File: config.mk
export PLATFORM = sky130hd
export DESIGN_NAME = parking_occupancy_counter
export DESIGN_NICKNAME = d
export VERILOG_FILES = /design/src/rtl/parking_pkg.sv /design/src/rtl/full_adder.sv /design/src/rtl/ripple_adder_n.sv /design/src/rtl/parking_occupancy_counter.sv
export SDC_FILE = /design/constraint.sdc
export NUM_CORES = 1
export LEC_CHECK = 0
export ABC_AREA = 1
export BUFFER_PORTS_ARGS = -buffer_cell sky130_fd_sc_hd__buf_2
export CORE_MARGIN = 2
export CORE_UTILIZATION = 51
export DETAILED_ROUTE_END_ITERATION = 8
export GPL_TIMING_DRIVEN = 1
export PLACE_DENSITY = 0.84
export SYNTH_ARGS = -nofsm -noshare
export SYNTH_HDL_FRONTEND = slang
export SYNTH_HIERARCHICAL = 1
export SYNTH_SLANG_ARGS = --single-unit
export TNS_END_PERCENT = 30
File: constraint.sdc
create_clock -name clk -period 2.6 [get_ports clk]
set_input_delay 0.13 -clock clk [delete_from_list [all_inputs] [get_ports clk]]
set_output_delay 0.13 -clock clk [all_outputs]
set_load 0.1 [all_outputs]
File: src/rtl/parking_pkg.sv
// Shared definitions for the parking occupancy counter: FSM encoding, default sizing
// and the signed step values applied to the occupancy count.
package parking_pkg;

  localparam int unsigned CAPACITY_DEFAULT = 12;
  localparam int unsigned CNT_W_DEFAULT    = 4;

  typedef enum logic [1:0] {
    StIdle   = 2'd0,
    StUpdate = 2'd1,
    StHold   = 2'd2
  } state_e;

  // Cast to the counter width to obtain the two's-complement step.
  localparam int DELTA_INC  = 1;
  localparam int DELTA_DEC  = -1;
  localparam int DELTA_ZERO = 0;

endpackage

File: src/rtl/full_adder.sv
// Single-bit full adder cell used as the building block of the ripple adder.
module full_adder (
  input  logic a,
  input  logic b,
  input  logic cin,
  output logic s,
  output logic cout
);

  assign s    = a ^ b ^ cin;
  assign cout = (a & b) | (cin & (a ^ b));

endmodule

File: src/rtl/ripple_adder_n.sv
// N-bit ripple-carry adder built from chained full_adder cells.
module ripple_adder_n #(
  parameter int unsigned N = 4
) (
  input  logic [N-1:0] A,
  input  logic [N-1:0] B,
  input  logic         Cin,
  output logic [N-1:0] S,
  output logic         Cout
);

  logic [N:0] carry;

  assign carry[0] = Cin;
  assign Cout     = carry[N];

  for (genvar i = 0; i < N; i++) begin : g_bit
    full_adder u_fa (
      .a    (A[i]),
      .b    (B[i]),
      .cin  (carry[i]),
      .s    (S[i]),
      .cout (carry[i+1])
    );
  end

endmodule

File: src/rtl/parking_occupancy_counter.sv
// Occupancy counter for a parking lot: arbitrates entry/exit gate requests, grants or
// denies each one exactly once, and keeps registered full/empty/underflow flags.
module parking_occupancy_counter
  import parking_pkg::*;
#(
  parameter int unsigned CAPACITY = CAPACITY_DEFAULT,
  parameter int unsigned CNT_W    = CNT_W_DEFAULT
) (
  input  logic             clk,
  input  logic             rst_n,
  input  logic             entry_req,
  input  logic             exit_req,
  output logic             entry_grant,
  output logic             exit_grant,
  output logic             entry_deny,
  output logic [CNT_W-1:0] count,
  output logic             full,
  output logic             empty,
  output logic             err_underflow
);

  localparam logic [CNT_W-1:0] CapVal = CNT_W'(CAPACITY);

  state_e           state_q, state_d;
  logic [CNT_W-1:0] count_q, count_d;
  logic [CNT_W-1:0] delta_q, delta_d;
  logic             entry_grant_q, entry_grant_d;
  logic             exit_grant_q, exit_grant_d;
  logic             entry_deny_q, entry_deny_d;
  logic             full_q, full_d;
  logic             empty_q, empty_d;
  logic             err_q, err_d;

  logic [CNT_W-1:0] sum;
  logic             adder_cout_unused;

  ripple_adder_n #(
    .N (CNT_W)
  ) u_adder (
    .A    (count_q),
    .B    (delta_q),
    .Cin  (1'b0),
    .S    (sum),
    .Cout (adder_cout_unused)
  );

  always_comb begin
    state_d       = state_q;
    count_d       = count_q;
    delta_d       = delta_q;
    entry_grant_d = 1'b0;
    exit_grant_d  = 1'b0;
    entry_deny_d  = 1'b0;
    full_d        = full_q;
    empty_d       = empty_q;
    err_d         = err_q;

    unique case (state_q)
      StIdle: begin
        if (entry_req && exit_req) begin
          state_d       = StUpdate;
          entry_grant_d = 1'b1;
          // With an empty lot the exit has nothing to leave: count the entry only.
          if (empty_q) begin
            delta_d = CNT_W'(DELTA_INC);
            err_d   = 1'b1;
          end else begin
            exit_grant_d = 1'b1;
            delta_d      = CNT_W'(DELTA_ZERO);
          end
        end else if (entry_req) begin
          if (full_q) begin
            entry_deny_d = 1'b1;
            state_d      = StHold;
          end else begin
            entry_grant_d = 1'b1;
            delta_d       = CNT_W'(DELTA_INC);
            state_d       = StUpdate;
          end
        end else if (exit_req) begin
          if (empty_q) begin
            err_d   = 1'b1;
            state_d = StHold;
          end else begin
            exit_grant_d = 1'b1;
            delta_d      = CNT_W'(DELTA_DEC);
            state_d      = StUpdate;
          end
        end
      end
      StUpdate: begin
        count_d = sum;
        full_d  = (sum == CapVal);
        empty_d = (sum == '0);
        state_d = StHold;
      end
      StHold: begin
        if (!entry_req && !exit_req) begin
          state_d = StIdle;
        end
      end
      default: state_d = StIdle;
    endcase
  end

  always_ff @(posedge clk or negedge rst_n) begin
    if (!rst_n) begin
      state_q       <= StIdle;
      count_q       <= '0;
      delta_q       <= '0;
      entry_grant_q <= 1'b0;
      exit_grant_q  <= 1'b0;
      entry_deny_q  <= 1'b0;
      full_q        <= 1'b0;
      empty_q       <= 1'b1;
      err_q         <= 1'b0;
    end else begin
      state_q       <= state_d;
      count_q       <= count_d;
      delta_q       <= delta_d;
      entry_grant_q <= entry_grant_d;
      exit_grant_q  <= exit_grant_d;
      entry_deny_q  <= entry_deny_d;
      full_q        <= full_d;
      empty_q       <= empty_d;
      err_q         <= err_d;
    end
  end

  assign entry_grant   = entry_grant_q;
  assign exit_grant    = exit_grant_q;
  assign entry_deny    = entry_deny_q;
  assign count         = count_q;
  assign full          = full_q;
  assign empty         = empty_q;
  assign err_underflow = err_q;

endmodule

# After elaboration in Yosys (flattened, before gate mapping)
# Index checks and enable logic that the tools add are counted.
# op_classes
addsub,0
multipliers,0
div_mod_pow,0
order_cmp,0
n_eq_ne,8
n_shift,0
muxes,30
bitwise,14
n_reduce_logical,11
# ops
op,count
$mux 4,5
$mux 1,18
$mux 2,6
$xor 1x1->1,7
$ne 3x2->1 const B,2
$pmux 2 s3,1
$and 1x1->1,5
$eq 4x4->1 const B,1
$logic_not 4->1,1
$ne 4x4->1 const B,1
$reduce_and 4->1,1
$reduce_and 3->1,1
$reduce_bool 3->1,1
$eq 2x1->1 const B,1
$eq 2x2->1 const B,1
$logic_and 1x1->1,2
$logic_not 1->1,2
$logic_not 2->1,1
$ne 2x1->1 const B,1
$ne 2x2->1 const B,1
$or 1x1->1,2
$reduce_and 2->1,1
$reduce_bool 2->1,1
# totals
register_bits,16
latch_bits,0
mem_bits_rw,0
mem_bits_ro,0
n_memories,0

# Depth between registers and ports, before layout
# Gate-level depths: netlist (run 1).
# depth
word_depth,7
depth_mapped,6

# Hierarchy
# The synthesis (run 1) kept the hierarchy.
# by_module_without_submodules
mod,n_inst,cells_per_inst,area_each_um2
parking_occupancy_counter,1,64,599.3
full_adder,4,1,20.0

# Worst setup path after synthesis (run 1)
# No wires, ideal clock.
# synth_timing
path_kind,register -> register
startpoint,register count_q[0] (netlist: count[0])
endpoint,register full_q (netlist: full)
arrival_ns,2.737
required_time_ns,2.517
slack_ns,-0.220
stages_incl_launch_ff,7
cell_sequence,dfrtp_1 -> fa_1 -> fa_1 -> fa_1 -> fa_1 -> nand2_1 -> o22ai_1
# synth_via
elab_chain_cells,7
elab_cells_between_ends,10
classes_between,1 x eq/ne; 9 x bitwise
# synth_rtl
item,line_no,rtl
"start, declared",parking_occupancy_counter.sv:25,"logic [CNT_W-1:0] count_q, count_d;"
"start signal, assigned",parking_occupancy_counter.sv:119,count_q <= count_d;
$and 1x1->1,full_adder.sv:11,assign cout = (a & b) | (cin & (a ^ b));
via u_adder.carry[1],ripple_adder_n.sv:12,logic [N:0] carry;
$and 1x1->1,full_adder.sv:11,
$or 1x1->1,full_adder.sv:11,
via u_adder.carry[2],ripple_adder_n.sv:12,
$and 1x1->1,full_adder.sv:11,
$or 1x1->1,full_adder.sv:11,
via u_adder.carry[3],ripple_adder_n.sv:12,
$xor 1x1->1,full_adder.sv:10,assign s = a ^ b ^ cin;
via sum[3],parking_occupancy_counter.sv:34,logic [CNT_W-1:0] sum;
$eq 4x4->1,parking_occupancy_counter.sv:93,full_d = (sum == CapVal);
"end signal, assigned",parking_occupancy_counter.sv:124,full_q <= full_d;
"end, declared",parking_occupancy_counter.sv:30,"logic full_q, full_d;"
# The timed path passes the listed nets, and every way through them passes these cells.
# A chain may end at the register's enable or synchronous reset.

# Worst setup path in the final report (run 1)
# Same ends and word-level chain as after synthesis.

==> results of run 1 <==
==> registers in the layout, indices dropped and copies added (netlist names) <==
name / cells
entry_deny: 1
empty: 1
err_underflow: 1
delta_q: 2
count: 4
full: 1
entry_grant: 1
exit_grant: 1
state_q: 2
==> cell families after synthesis <==
logic type / count (synthesis)
buffers and inverters: 8
flip-flops: 14
AO/OA/AOI/OAI: 4
other: 1
AND/OR/NAND/NOR: 37
adder cells (fa/ha/maj): 4
==> routing by layer <==
layer,GRT usage (%),vias to the layer above
met2,31.7,24
met4,10.0,0
met3,3.33,2
met1,23.2,236
met5,0,-
li1,-,250
==> Yosys cell counts <==
master	count	area, um2
sky130_fd_sc_hd__dfrtp_1	13	325
sky130_fd_sc_hd__nand2_2	2	12.5
sky130_fd_sc_hd__nand2_1	20	75.1
sky130_fd_sc_hd__nand3_4	1	17.5
sky130_fd_sc_hd__inv_1	4	15.0
sky130_fd_sc_hd__nand3_1	5	25.0
sky130_fd_sc_hd__nor4_1	1	6.26
sky130_fd_sc_hd__conb_1	1	3.75
sky130_fd_sc_hd__o22ai_1	2	12.5
sky130_fd_sc_hd__nand2_4	1	11.3
sky130_fd_sc_hd__o21bai_1	1	7.51
sky130_fd_sc_hd__nor2_4	2	22.5
sky130_fd_sc_hd__nor2_1	5	18.8
sky130_fd_sc_hd__inv_2	4	15.0
sky130_fd_sc_hd__dfstp_2	1	26.3
sky130_fd_sc_hd__o21ai_1	1	5.00
sky130_fd_sc_hd__fa_1	4	80.1
==> cell usage in the layout, fill, tap and decap left out, drive strengths merged <==
| master | synthesis | layout |
|---|---|---|
| dfstp | 1 | 1 |
| dlygate4sd3 | 0 | 1 |
| conb | 1 | 1 |
| o21bai | 1 | 1 |
| clkbuf | 0 | 4 |
| o21ai | 1 | 1 |
| inv | 8 | 8 |
| dfrtp | 13 | 13 |
| nand3 | 6 | 6 |
| nor4 | 1 | 1 |
| o22ai | 2 | 2 |
| nor2 | 7 | 7 |
| buf | 0 | 13 |
| nand2 | 23 | 23 |
| fa | 4 | 4 |
==> worst min-delay path by stage <==
stage / start / cells after the start / end / slack (ns)
after global routing: exit_req / 2 / entry_deny / 0.07
after CTS: exit_req / 2 / entry_deny / 0.06
final: exit_req / 2 / entry_deny / 0.06
after floorplan: rst_n / 0 / count[0] / -0.17
after global placement: rst_n / 1 / count[1] / 0.03
after detailed placement: rst_n / 1 / count[1] / 0.04
==> final cells by class <==
cell class | instances | area [um2]
Clock buffer | 4 | 26.3
Fill cell | 98 | 468
Inverter | 8 | 30.0
Multi-Input combinational cell | 46 | 298
Sequential cell | 14 | 353
Tap cell | 15 | 18.8
Timing Repair Buffer | 14 | 75.1
==> stage by stage <==
| stage | utilization, % | hold slack, ns | cell area, um2 | worst slack [ns] | instances |
|---|---|---|---|---|---|
| global route | 63.1 | 0.0709 | 801 | 0.0874 | 101 |
| detailed placement | 60.3 | 0.0365 | 764 | 0.205 | 96 |
| global placement | 60.3 | 0.0331 | 764 | 0.247 | 96 |
| floorplan | - | -0.166 | 681 | 0.00768 | 68 |
| finish | 63.1 | 0.0636 | 801 | 0.170 | 101 |
| CTS | 63.1 | 0.0576 | 801 | 0.187 | 101 |
==> impl_results.html, run 1 <==
<table>
<tr><th>Metric</th><th>Value</th></tr>
<tr><th colspan="2">Run status</th></tr>
<tr><td>Outcome</td><td>finished clean</td></tr>
<tr><th colspan="2">Placement</th></tr>
<tr><td>DP Wirelength</td><td>between 900 and 1000 um</td></tr>
<tr><td>Global placement routability congestion</td><td>a little over 0.8</td></tr>
<tr><td>Input/output buffers</td><td>13</td></tr>
<tr><th colspan="2">Critical path</th></tr>
<tr><td>Delay of the slowest critical-path stage</td><td>~0.51 ns</td></tr>
<tr><td>Critical path depth</td><td>6</td></tr>
<tr><td>Type of the worst setup path</td><td>flip-flop to flip-flop</td></tr>
<tr><td>Critical Path Fanout Max</td><td>3</td></tr>
<tr><td>Reg2reg path depth</td><td>6</td></tr>
<tr><td>Cell type with the highest occurrence count on the critical path</td><td>sky130_fd_sc_hd__fa_1</td></tr>
<tr><td>Count of buffer and inverter cells on the critical path</td><td>0</td></tr>
<tr><td>Worst R2R Setup Slack</td><td>between 0.15 and 0.2 ns</td></tr>
<tr><td>Critical Path, Cell by Cell</td><td>fa_1 -&gt; fa_1 -&gt; fa_1 -&gt; fa_1 -&gt; nand2_1 -&gt; o22ai_1</td></tr>
<tr><td>Worst Path Required</td><td>roughly 2.8 ns</td></tr>
<tr><td>RR Startpoint</td><td>count[0]</td></tr>
<tr><td>CP max stage cell</td><td>sky130_fd_sc_hd__fa_1</td></tr>
<tr><td>WP data arrival</td><td>around 2.6 ns</td></tr>
<tr><td>Worst reg2reg endpoint</td><td>full</td></tr>
<tr><td>Type of destination of the critical path</td><td>flip-flop</td></tr>
<tr><td>Capture point of the worst path</td><td>full</td></tr>
<tr><td>Top delay family on crit path</td><td>adder cells</td></tr>
<tr><td>Startpoint of the most critical setup path</td><td>count[0]</td></tr>
<tr><td>Critical Path Source Type</td><td>flip-flop</td></tr>
<tr><th colspan="2">Clock tree</th></tr>
<tr><td>Post-CTS clock slew at the launch and capture registers of the worst setup and hold paths</td><td>0.09 ns</td></tr>
<tr><td>CTS Buf Count</td><td>3</td></tr>
<tr><td>Post CTS Setup Buffer Count</td><td>0</td></tr>
<tr><td>TritonCTS clock tree</td><td>built</td></tr>
<tr><td>CTS H-Tree Depth</td><td>1</td></tr>
<tr><td>Maximum number of buffers from clock root to sink</td><td>2</td></tr>
<tr><td>Cell at the root of the clock tree</td><td>sky130_fd_sc_hd__clkbuf_4</td></tr>
<tr><td>Number of hold buffers added after cts</td><td>1</td></tr>
<tr><td>Source-to-sink clock delay at the later pin of the worst-skew pair</td><td>0.28 ns</td></tr>
<tr><td>CTS Sinks</td><td>14</td></tr>
<tr><td>Number of gates resized after cts</td><td>0</td></tr>
<tr><th colspan="2">Yosys</th></tr>
<tr><td>Flip-flop and latch count after synthesis</td><td>14</td></tr>
<tr><td>Synth Area in Adders</td><td>about an eighth</td></tr>
<tr><td>Basic-gate share of the synthesized area counting and, or, nand and nor cells</td><td>roughly 28%</td></tr>
<tr><td>Cell Area, Synth</td><td>roughly 680 um2</td></tr>
<tr><td>Number of instances in the synthesized netlist</td><td>68</td></tr>
<tr><td>Complex-gate fraction of the synthesized area</td><td>3.68%</td></tr>
<tr><td>Syn nets</td><td>76</td></tr>
<tr><td>Multiplexer share of the synthesized area</td><td>0%</td></tr>
<tr><td>Combinational family with the most area after synthesis</td><td>simple AND/OR/NAND/NOR gates</td></tr>
<tr><td>Count of different cell masters after synthesis</td><td>17</td></tr>
<tr><td>Fraction of the yosys area taken by sequential cells</td><td>a little over 50%</td></tr>
<tr><td>Synth warn</td><td>6</td></tr>
<tr><td>Xor and xnor area share after synthesis</td><td>0%</td></tr>
<tr><td>Syn_area_per_cell</td><td>approximately 10 um2</td></tr>
<tr><th colspan="2">Drt</th></tr>
<tr><td>Antenna viol nets, final</td><td>0</td></tr>
<tr><td>Total length of routed met2 wires</td><td>648 um</td></tr>
<tr><td>Number of DRC markers in iteration 0</td><td>19</td></tr>
<tr><td>Routed wire length</td><td>between 1000 and 1500 um</td></tr>
<tr><td>Met1 layer wirelength in the final routing</td><td>roughly 490 um</td></tr>
<tr><td>Number of vias after detailed routing</td><td>just over 500</td></tr>
<tr><td>Met3 wire length</td><td>approximately 77 um</td></tr>
<tr><td>First-pass detailed-route iteration total</td><td>5</td></tr>
<tr><td>DRC Markers</td><td>0</td></tr>
<tr><td>Highest routed metal layer</td><td>met4</td></tr>
<tr><td>Detailed-route wire length per cell</td><td>around 12 um</td></tr>
<tr><td>Post-detailed-route via-to-cell ratio</td><td>between 5 and 6</td></tr>
<tr><th colspan="2">Timing</th></tr>
<tr><td>Highest attainable clock frequency</td><td>0.412 GHz</td></tr>
<tr><td>Unrepaired setup endpoints after global routing</td><td>false</td></tr>
<tr><td>Final worst path period need</td><td>between 2 and 2.5 ns</td></tr>
<tr><td>Count of pins over their slew limit</td><td>0</td></tr>
<tr><td>Setup skew after layout</td><td>between 0.01 and 0.015 ns</td></tr>
<tr><td>Final Hold Fails</td><td>0</td></tr>
<tr><td>Sum Neg Setup Slack</td><td>0 ns</td></tr>
<tr><td>Count of final setup violators</td><td>0</td></tr>
<tr><td>Final Cycle Share</td><td>roughly 93%</td></tr>
<tr><th colspan="2">Cells and area</th></tr>
<tr><td>Fraction of final layout cells with drive strength greater than 1</td><td>32.6%</td></tr>
<tr><td>Area grow syn2layout</td><td>17.9%</td></tr>
<tr><td># nets final</td><td>between 90 and 100</td></tr>
<tr><td>Antenna diodes</td><td>0</td></tr>
<tr><th colspan="2">Die</th></tr>
<tr><td>Placeable core region</td><td>1270 um2</td></tr>
<tr><td>Height of the chip</td><td>between 40 and 50 um</td></tr>
<tr><td>Floorplan die area</td><td>around 1600 um2</td></tr>
<tr><td>Initial standard-cell utilization of the core</td><td>around 54%</td></tr>
<tr><td>Boundary Pins</td><td>14</td></tr>
<tr><td>Row cnt</td><td>13</td></tr>
<tr><td>Die width</td><td>~41 um</td></tr>
<tr><th colspan="2">GRT</th></tr>
<tr><td>Initial antenna violation count</td><td>0</td></tr>
<tr><td>Global-route wire length before repair</td><td>~2000 um</td></tr>
<tr><td>Overall overflow remaining after global route</td><td>0</td></tr>
<tr><td>Global router's overall resource usage</td><td>19.0%</td></tr>
<tr><td>Number of global-route vias before repair</td><td>about 470</td></tr>
<tr><td>Pin count of the biggest net entering global routing</td><td>15</td></tr>
<tr><th colspan="2">Flow run</th></tr>
<tr><td>Reported max-cap violation count</td><td>0</td></tr>
<tr><th colspan="2">Worst hold path</th></tr>
<tr><td>Hold WC Path Type</td><td>input pin to flip-flop</td></tr>
</table>
Power of run 1 is not shown: default switching activity piles up to over one toggle a cycle in this logic, so the estimate is an artifact.
==> inputs of run 2 (changes only) <==
--- a/config.mk
+++ b/config.mk
@@ -9,9 +9,11 @@
 export BUFFER_PORTS_ARGS = -buffer_cell sky130_fd_sc_hd__buf_2
 export CORE_MARGIN = 2
 export CORE_UTILIZATION = 51
+export CTS_BUF_LIST = sky130_fd_sc_hd__clkbuf_16
 export DETAILED_ROUTE_END_ITERATION = 8
 export GPL_TIMING_DRIVEN = 1
 export PLACE_DENSITY = 0.84
+export SLEW_MARGIN = 20
 export SYNTH_ARGS = -nofsm -noshare
 export SYNTH_HDL_FRONTEND = slang
 export SYNTH_HIERARCHICAL = 1
==> run 2 against run 1 <==
  * Hold slack improved by 0.056 ns
  * Flip-flop and latch count stayed put
  * Global-route usage rose by 1.4 points
  * Worst setup slack worse by 0.045 ns
  * Clock skew shrank 0.0051 ns
==> impl_results.html, run 2 (synthesized netlist as in run 1, its figures left out) <==
<table>
<tr><th>Metric</th><th>Value</th></tr>
<tr><th colspan="2">Critical path</th></tr>
<tr><td>Worst R2R Setup Slack</td><td>0.13 ns (-0.04 ns)</td></tr>
<tr><td>Delay of the slowest critical-path stage</td><td>0.51 ns (about the same)</td></tr>
<tr><td>Cell type with the highest occurrence count on the critical path</td><td>sky130_fd_sc_hd__fa_1</td></tr>
<tr><td>Worst reg2reg endpoint</td><td>full</td></tr>
<tr><td>CP max stage cell</td><td>sky130_fd_sc_hd__fa_1</td></tr>
<tr><td>Count of buffer and inverter cells on the critical path</td><td>0 (unchanged)</td></tr>
<tr><td>Critical Path Source Type</td><td>flip-flop</td></tr>
<tr><td>Reg2reg path depth</td><td>6 (unchanged)</td></tr>
<tr><td>RR Startpoint</td><td>count[0]</td></tr>
<tr><td>Top delay family on crit path</td><td>adder cells</td></tr>
<tr><td>Worst Path Required</td><td>2.76 ns (-0.04 ns)</td></tr>
<tr><td>Type of the worst setup path</td><td>flip-flop to flip-flop</td></tr>
<tr><td>WP data arrival</td><td>2.63 ns (about the same)</td></tr>
<tr><td>Critical Path, Cell by Cell</td><td>fa_1 -&gt; fa_1 -&gt; fa_1 -&gt; fa_1 -&gt; nand2_1 -&gt; o22ai_1</td></tr>
<tr><td>Type of destination of the critical path</td><td>flip-flop</td></tr>
<tr><td>Critical Path Fanout Max</td><td>3 (unchanged)</td></tr>
<tr><th colspan="2">Clock tree</th></tr>
<tr><td>CTS Sinks</td><td>14 (unchanged)</td></tr>
<tr><td>Post CTS Setup Buffer Count</td><td>0 (unchanged)</td></tr>
<tr><td>Source-to-sink clock delay at the later pin of the worst-skew pair</td><td>0.24 ns (-0.04 ns)</td></tr>
<tr><td>Number of gates resized after cts</td><td>0 (unchanged)</td></tr>
<tr><td>CTS H-Tree Depth</td><td>1 (unchanged)</td></tr>
<tr><td>Post-CTS clock slew at the launch and capture registers of the worst setup and hold paths</td><td>0.05 ns (-0.04 ns)</td></tr>
<tr><td>Maximum number of buffers from clock root to sink</td><td>2 (unchanged)</td></tr>
<tr><td>CTS Buf Count</td><td>3 (unchanged)</td></tr>
<tr><td>Cell at the root of the clock tree</td><td>sky130_fd_sc_hd__clkbuf_16</td></tr>
<tr><td>TritonCTS clock tree</td><td>built</td></tr>
<tr><td>Number of hold buffers added after cts</td><td>1 (unchanged)</td></tr>
<tr><th colspan="2">Timing</th></tr>
<tr><td>Unrepaired setup endpoints after global routing</td><td>false</td></tr>
<tr><td>Sum Neg Setup Slack</td><td>0 ns (unchanged)</td></tr>
<tr><td>Final worst path period need</td><td>2.47 ns (+0.0449 ns)</td></tr>
<tr><td>Count of pins over their slew limit</td><td>0 (unchanged)</td></tr>
<tr><td>Minimum hold slack</td><td>0.120 ns (+0.0561 ns)</td></tr>
<tr><td>Final Hold Fails</td><td>0 (unchanged)</td></tr>
<tr><td>Highest attainable clock frequency</td><td>0.404 GHz (-1.8%)</td></tr>
<tr><td>Count of final setup violators</td><td>0 (unchanged)</td></tr>
<tr><td>Setup skew after layout</td><td>0.00610 ns (-0.00505 ns)</td></tr>
<tr><td>Final Cycle Share</td><td>95.2% (+1.7 points)</td></tr>
<tr><th colspan="2">GRT</th></tr>
<tr><td>Number of global-route vias before repair</td><td>482 (+3.0%)</td></tr>
<tr><td>Overall overflow remaining after global route</td><td>0 (unchanged)</td></tr>
<tr><td>Initial antenna violation count</td><td>0 (unchanged)</td></tr>
<tr><td>Global-route wire length before repair</td><td>2110 um (+7.8%)</td></tr>
<tr><td>Pin count of the biggest net entering global routing</td><td>15 (unchanged)</td></tr>
<tr><td>Global router's overall resource usage</td><td>20.4% (+1.4 points)</td></tr>
<tr><th colspan="2">Cells and area</th></tr>
<tr><td>Core Util, Final</td><td>67.3% (+4.1 points)</td></tr>
<tr><td>Most used cells in the layout excluding fill and tap cells</td><td>sky130_fd_sc_hd__nand2_1 (20), sky130_fd_sc_hd__buf_2 (13), sky130_fd_sc_hd__dfrtp_1 (12)</td></tr>
<tr><td>Fill cell count</td><td>90 (-8.2%)</td></tr>
<tr><td>Antenna diodes</td><td>0 (unchanged)</td></tr>
<tr><td>Area grow syn2layout</td><td>25.6%</td></tr>
<tr><td>Final design area excluding fillers</td><td>853 um2 (+6.6%)</td></tr>
<tr><td># nets final</td><td>95 (unchanged)</td></tr>
<tr><td>Max FFs per register</td><td>4 (unchanged)</td></tr>
<tr><td>Commonest non-fill, non-tap cell in the layout</td><td>sky130_fd_sc_hd__nand2_1</td></tr>
<tr><td>Fraction of final layout cells with drive strength greater than 1</td><td>32.6% (unchanged)</td></tr>
<tr><th colspan="2">Worst hold path</th></tr>
<tr><td>Worst hold path cell count</td><td>2 (unchanged)</td></tr>
<tr><td>Worst Hold Path EP</td><td>entry_deny</td></tr>
<tr><td>Startpoint of the lowest-slack hold path</td><td>exit_req</td></tr>
<tr><td>Hold WC Path Type</td><td>input pin to flip-flop</td></tr>
<tr><th colspan="2">Flow run</th></tr>
<tr><td>Reported max-cap violation count</td><td>0 (unchanged)</td></tr>
<tr><th colspan="2">Drt</th></tr>
<tr><td>First-pass detailed-route iteration total</td><td>4 (-1)</td></tr>
<tr><td>Number of DRC markers in iteration 0</td><td>8 (-11)</td></tr>
<tr><td>Post-detailed-route via-to-cell ratio</td><td>5.20 (+2.5%)</td></tr>
<tr><td>Detailed-route wire length per cell</td><td>13.8 um (+13%)</td></tr>
<tr><td>Antenna viol nets, final</td><td>0 (unchanged)</td></tr>
<tr><td>DRC Markers</td><td>0 (unchanged)</td></tr>
<tr><td>Routed wire length</td><td>1390 um (+13%)</td></tr>
<tr><td>Number of vias after detailed routing</td><td>525 (+2.5%)</td></tr>
<tr><th colspan="2">Die</th></tr>
<tr><td>Floorplan die area</td><td>1640 um2 (unchanged)</td></tr>
<tr><td>Die width</td><td>40.5 um (unchanged)</td></tr>
<tr><td>Row cnt</td><td>13 (unchanged)</td></tr>
<tr><td>Height of the chip</td><td>40.5 um (unchanged)</td></tr>
<tr><td>Boundary Pins</td><td>14 (unchanged)</td></tr>
<tr><td>Initial standard-cell utilization of the core</td><td>53.6% (unchanged)</td></tr>
<tr><td>Placeable core region</td><td>1270 um2 (unchanged)</td></tr>
<tr><th colspan="2">Placement</th></tr>
<tr><td>Global placement routability congestion</td><td>0.818 (unchanged)</td></tr>
<tr><td>DP Wirelength</td><td>959 um (unchanged)</td></tr>
<tr><td>Placed Area</td><td>764 um2 (unchanged)</td></tr>
<tr><td>Input/output buffers</td><td>13 (unchanged)</td></tr>
<tr><th colspan="2">Run status</th></tr>
<tr><td>Outcome</td><td>finished clean</td></tr>
</table>
run 2: worst max path at each step:
| stage | to | slack (ns) | cells past startpoint | from |
|---|---|---|---|---|
| 3_5_place_dp | full | 0.21 | 6 | count[0] |
| 4_1_cts | full | 0.16 | 6 | count[0] |
| 3_3_place_gp | full | 0.25 | 6 | count[0] |
| 2_1_floorplan | full | 0.008 | 6 | count[0] |
| 6_report | full | 0.13 | 6 | count[0] |
| 5_1_grt | full | 0.06 | 6 | count[0] |
run 2: metrics by stage:
step	std cells	worst slack, ns
after floorplan	68	0.00768
after global placement	96	0.247
after detailed placement	96	0.205
after CTS	101	0.165
after global routing	101	0.0582
final	101	0.125
run 2: per-layer routing:
metal	up-vias	track usage, %	routed length, um
met5	-	0	0
met4	0	11.7	50
met3	6	3.89	74
met2	22	32.9	672
met1	250	25.2	594
li1	247	-	-
run 2: layout make-up:
| cell class | instances | area (um2) | share of cell area (%) |
|---|---|---|---|
| clock buffers | 3 | 75.1 | 8.80 |
| clock inverters | 1 | 3.75 | 0.440 |
| inverters | 8 | 30.0 | 3.52 |
| multi-input cells | 46 | 298 | 34.9 |
| flip-flops and latches | 14 | 353 | 41.3 |
| well taps | 15 | 18.8 | 2.20 |
| repair buffers | 14 | 75.1 | 8.80 |
Power of run 2 is left out for the same reason.
==> inputs of run 3 (changes only) <==
--- a/config.mk
+++ b/config.mk
@@ -7,10 +7,10 @@
 export LEC_CHECK = 0
 export ABC_AREA = 1
 export BUFFER_PORTS_ARGS = -buffer_cell sky130_fd_sc_hd__buf_2
-export CORE_MARGIN = 2
-export CORE_UTILIZATION = 51
+export CORE_AREA = 2 2 39 41
 export CTS_BUF_LIST = sky130_fd_sc_hd__clkbuf_16
 export DETAILED_ROUTE_END_ITERATION = 8
+export DIE_AREA = 0 0 41 43
 export GPL_TIMING_DRIVEN = 1
 export PLACE_DENSITY = 0.84
 export SLEW_MARGIN = 20
==> constraint.sdc (replaced) <==
create_clock -name clk -period 3.1 [get_ports clk]
set_input_delay 0.155 -clock clk [delete_from_list [all_inputs] [get_ports clk]]
set_output_delay 0.155 -clock clk [all_outputs]
set_load 0.005 [all_outputs]
==> run 3 against run 2 <==
  * Hold slack improved by 0.017 ns
  * Count of clock-buffer cells in the layout unchanged
  * Global-route usage decreased by 1.7 points
  * Register-to-register slack improved by 0.53 ns
  * Maximum frequency increased by 1.2%
  * Design area unchanged
  * Via count decreased by 2.9%
  * Worst setup slack improved by 0.53 ns
  * Critical path depth unchanged
==> impl_results.html, run 3 (synthesized netlist as in run 1, its figures left out) <==
<table>
<tr><th>Metric</th><th>Value</th></tr>
<tr><th colspan="2">Die</th></tr>
<tr><td>Die width</td><td>41 um (+1.2%)</td></tr>
<tr><td>Initial standard-cell utilization of the core</td><td>49.1% (-4.5 points)</td></tr>
<tr><td>Height of the chip</td><td>43 um (+6.2%)</td></tr>
<tr><td>Placeable core region</td><td>1380 um2 (+9.1%)</td></tr>
<tr><td>Floorplan die area</td><td>1760 um2 (+7.5%)</td></tr>
<tr><td>Boundary Pins</td><td>14 (unchanged)</td></tr>
<tr><td>Row cnt</td><td>14 (+1)</td></tr>
<tr><th colspan="2">Cells and area</th></tr>
<tr><td>Area grow syn2layout</td><td>25.6% (unchanged)</td></tr>
<tr><td># nets final</td><td>95 (unchanged)</td></tr>
<tr><td>Antenna diodes</td><td>0 (unchanged)</td></tr>
<tr><td>Max FFs per register</td><td>4 (unchanged)</td></tr>
<tr><td>Most used cells in the layout excluding fill and tap cells</td><td>sky130_fd_sc_hd__nand2_1 (20), sky130_fd_sc_hd__dfrtp_1 (13), sky130_fd_sc_hd__buf_2 (13)</td></tr>
<tr><td>Fraction of final layout cells with drive strength greater than 1</td><td>31.4% (-1.2 points)</td></tr>
<tr><td>Fill cell count</td><td>121 (+34%)</td></tr>
<tr><td>Commonest non-fill, non-tap cell in the layout</td><td>sky130_fd_sc_hd__nand2_1</td></tr>
<tr><th colspan="2">Run status</th></tr>
<tr><td>Outcome</td><td>finished clean</td></tr>
<tr><th colspan="2">Critical path</th></tr>
<tr><td>CP max stage cell</td><td>sky130_fd_sc_hd__fa_1</td></tr>
<tr><td>Delay of the slowest critical-path stage</td><td>0.52 ns (about the same)</td></tr>
<tr><td>Critical Path Fanout Max</td><td>3 (unchanged)</td></tr>
<tr><td>Type of destination of the critical path</td><td>flip-flop</td></tr>
<tr><td>Cell type with the highest occurrence count on the critical path</td><td>sky130_fd_sc_hd__fa_1</td></tr>
<tr><td>Type of the worst setup path</td><td>flip-flop to flip-flop</td></tr>
<tr><td>WP data arrival</td><td>2.61 ns (-0.02 ns)</td></tr>
<tr><td>Worst Path Required</td><td>3.26 ns (+0.50 ns)</td></tr>
<tr><td>Critical Path, Cell by Cell</td><td>fa_1 -&gt; fa_1 -&gt; fa_1 -&gt; fa_1 -&gt; nand2_1 -&gt; o22ai_1</td></tr>
<tr><td>Critical Path Source Type</td><td>flip-flop</td></tr>
<tr><th colspan="2">Placement</th></tr>
<tr><td>Global placement routability congestion</td><td>0.807 (-1.4%)</td></tr>
<tr><td>Input/output buffers</td><td>13 (unchanged)</td></tr>
<tr><td>Worst slack, placed</td><td>0.690 ns (+0.484 ns)</td></tr>
<tr><td>DP Wirelength</td><td>977 um (+1.9%)</td></tr>
<tr><th colspan="2">GRT</th></tr>
<tr><td>Initial antenna violation count</td><td>0 (unchanged)</td></tr>
<tr><td>Global-route wire length before repair</td><td>2150 um (+1.6%)</td></tr>
<tr><td>Global router's overall resource usage</td><td>18.7% (-1.7 points)</td></tr>
<tr><td>Overall overflow remaining after global route</td><td>0 (unchanged)</td></tr>
<tr><td>Number of global-route vias before repair</td><td>502 (+4.1%)</td></tr>
<tr><td>Pin count of the biggest net entering global routing</td><td>15 (unchanged)</td></tr>
<tr><th colspan="2">Clock tree</th></tr>
<tr><td>TritonCTS clock tree</td><td>built</td></tr>
<tr><td>CTS H-Tree Depth</td><td>1 (unchanged)</td></tr>
<tr><td>Source-to-sink clock delay at the later pin of the worst-skew pair</td><td>0.25 ns (about the same)</td></tr>
<tr><td>Post-CTS clock slew at the launch and capture registers of the worst setup and hold paths</td><td>0.05 ns (about the same)</td></tr>
<tr><td>Number of gates resized after cts</td><td>0 (unchanged)</td></tr>
<tr><td>CTS Buf Count</td><td>3 (unchanged)</td></tr>
<tr><td>Maximum number of buffers from clock root to sink</td><td>2 (unchanged)</td></tr>
<tr><td>CTS Sinks</td><td>14 (unchanged)</td></tr>
<tr><td>Cell at the root of the clock tree</td><td>sky130_fd_sc_hd__clkbuf_16</td></tr>
<tr><th colspan="2">Timing</th></tr>
<tr><td>Setup skew after layout</td><td>0.00554 ns (-0.000563 ns)</td></tr>
<tr><td>Count of final setup violators</td><td>0 (unchanged)</td></tr>
<tr><td>Highest attainable clock frequency</td><td>0.409 GHz (+1.2%)</td></tr>
<tr><td>Final Cycle Share</td><td>78.9% (-16 points)</td></tr>
<tr><td>Final Hold Fails</td><td>0 (unchanged)</td></tr>
<tr><td>Sum Neg Setup Slack</td><td>0 ns (unchanged)</td></tr>
<tr><td>Unrepaired setup endpoints after global routing</td><td>false</td></tr>
<tr><td>Count of pins over their slew limit</td><td>0 (unchanged)</td></tr>
<tr><td>Worst-case setup margin in the final layout</td><td>0.655 ns (+0.530 ns)</td></tr>
<tr><td>Final worst path period need</td><td>2.45 ns (-0.0297 ns)</td></tr>
<tr><th colspan="2">Drt</th></tr>
<tr><td>Number of DRC markers in iteration 0</td><td>11 (+3)</td></tr>
<tr><td>Detailed-route wire length per cell</td><td>12.4 um (-10%)</td></tr>
<tr><td>Number of vias after detailed routing</td><td>510 (-2.9%)</td></tr>
<tr><td>Antenna viol nets, final</td><td>0 (unchanged)</td></tr>
<tr><td>Routed wire length</td><td>1260 um (-9.3%)</td></tr>
<tr><td>First-pass detailed-route iteration total</td><td>4 (unchanged)</td></tr>
<tr><td>DRC Markers</td><td>0 (unchanged)</td></tr>
<tr><td>Post-detailed-route via-to-cell ratio</td><td>5.00 (-3.8%)</td></tr>
<tr><th colspan="2">Pwr</th></tr>
<tr><td>Leakage</td><td>about 0.00045 uW</td></tr>
<tr><td>Pwr/cell area</td><td>around 1100 nW/um2</td></tr>
<tr><td>Worst IR Drop VDD</td><td>around 0.00071 V</td></tr>
<tr><th colspan="2">Flow run</th></tr>
<tr><td>Reported max-cap violation count</td><td>0 (unchanged)</td></tr>
<tr><th colspan="2">Worst hold path</th></tr>
<tr><td>Hold WC Path Type</td><td>input pin to flip-flop</td></tr>
</table>
run 3: cell types whose count changed in the layout (fill, tap and decap cells not counted):
cell | previous run | this run
sky130_fd_sc_hd__dfrtp_1 | 12 | 13
sky130_fd_sc_hd__dfrtp_2 | 1 | 0
run 3: critical path, delay by kind of cell, from the launching register on:
kind,cells,cell delay (ns)
AOI/OAI and AO/OA,1,0.10
adders and majority gates,4,1.78
DFF,1,0.40
and+or+nand+nor,1,0.08
run 3: power by group:
group,switching [uW],internal (uW)
registers,65.7,261
logic,240,169
clock network,75.5,171
run 3: final cells by class:
cell class	count	area [um2]	share of cell area, %
timing repair buffer	14	75.1	8.80
multi-input combinational	46	298	34.9
clock buffer	3	75.1	8.80
inverter	8	30.0	3.52
sequential	14	352	41.2
tap	16	20.0	2.35
clock inverter	1	3.75	0.440
run 3: per-stage QoR:
stage	std cells	instance area, um2	hold slack [ns]	util, %	total power, uW
finish	102	853	0.136	61.7	981
global route	102	853	0.140	61.7	1060
CTS	102	853	0.139	61.7	981
detailed placement	97	764	0.0628	55.2	729
global placement	97	764	0.0573	55.2	703
floorplan	68	679	-0.141	-	604
run 3: timing repair:
item | in CTS | in global routing
buffers inserted | 0 | 0
hold buffers | 1 | 0
hold endpoints to repair | 13 | 0
run 3: routing by layer:
layer,GRT usage (%),share of wire (%),vias up
li1,-,-,250
met1,22.1,40,237
met2,27.5,50,17
met3,6.81,6.3,6
met4,11.3,2.9,0
met5,0,0,-
run 3: path summary, 6_finish.rpt:
kind / from / end / slack [ns] / cells past startpoint
hold reg to reg: empty / exit_grant / 0.48 / 1
hold / removal: exit_req / entry_deny / 0.14 / 2
min in group asynchronous: rst_n / err_underflow / 0.33 / 2
max in group asynchronous: rst_n / empty / 2.48 / 2
setup / recovery: count[0] / full / 0.65 / 6
setup reg to reg: count[0] / full / 0.65 / 6
Note: power is estimated with default switching activity, not from simulation.
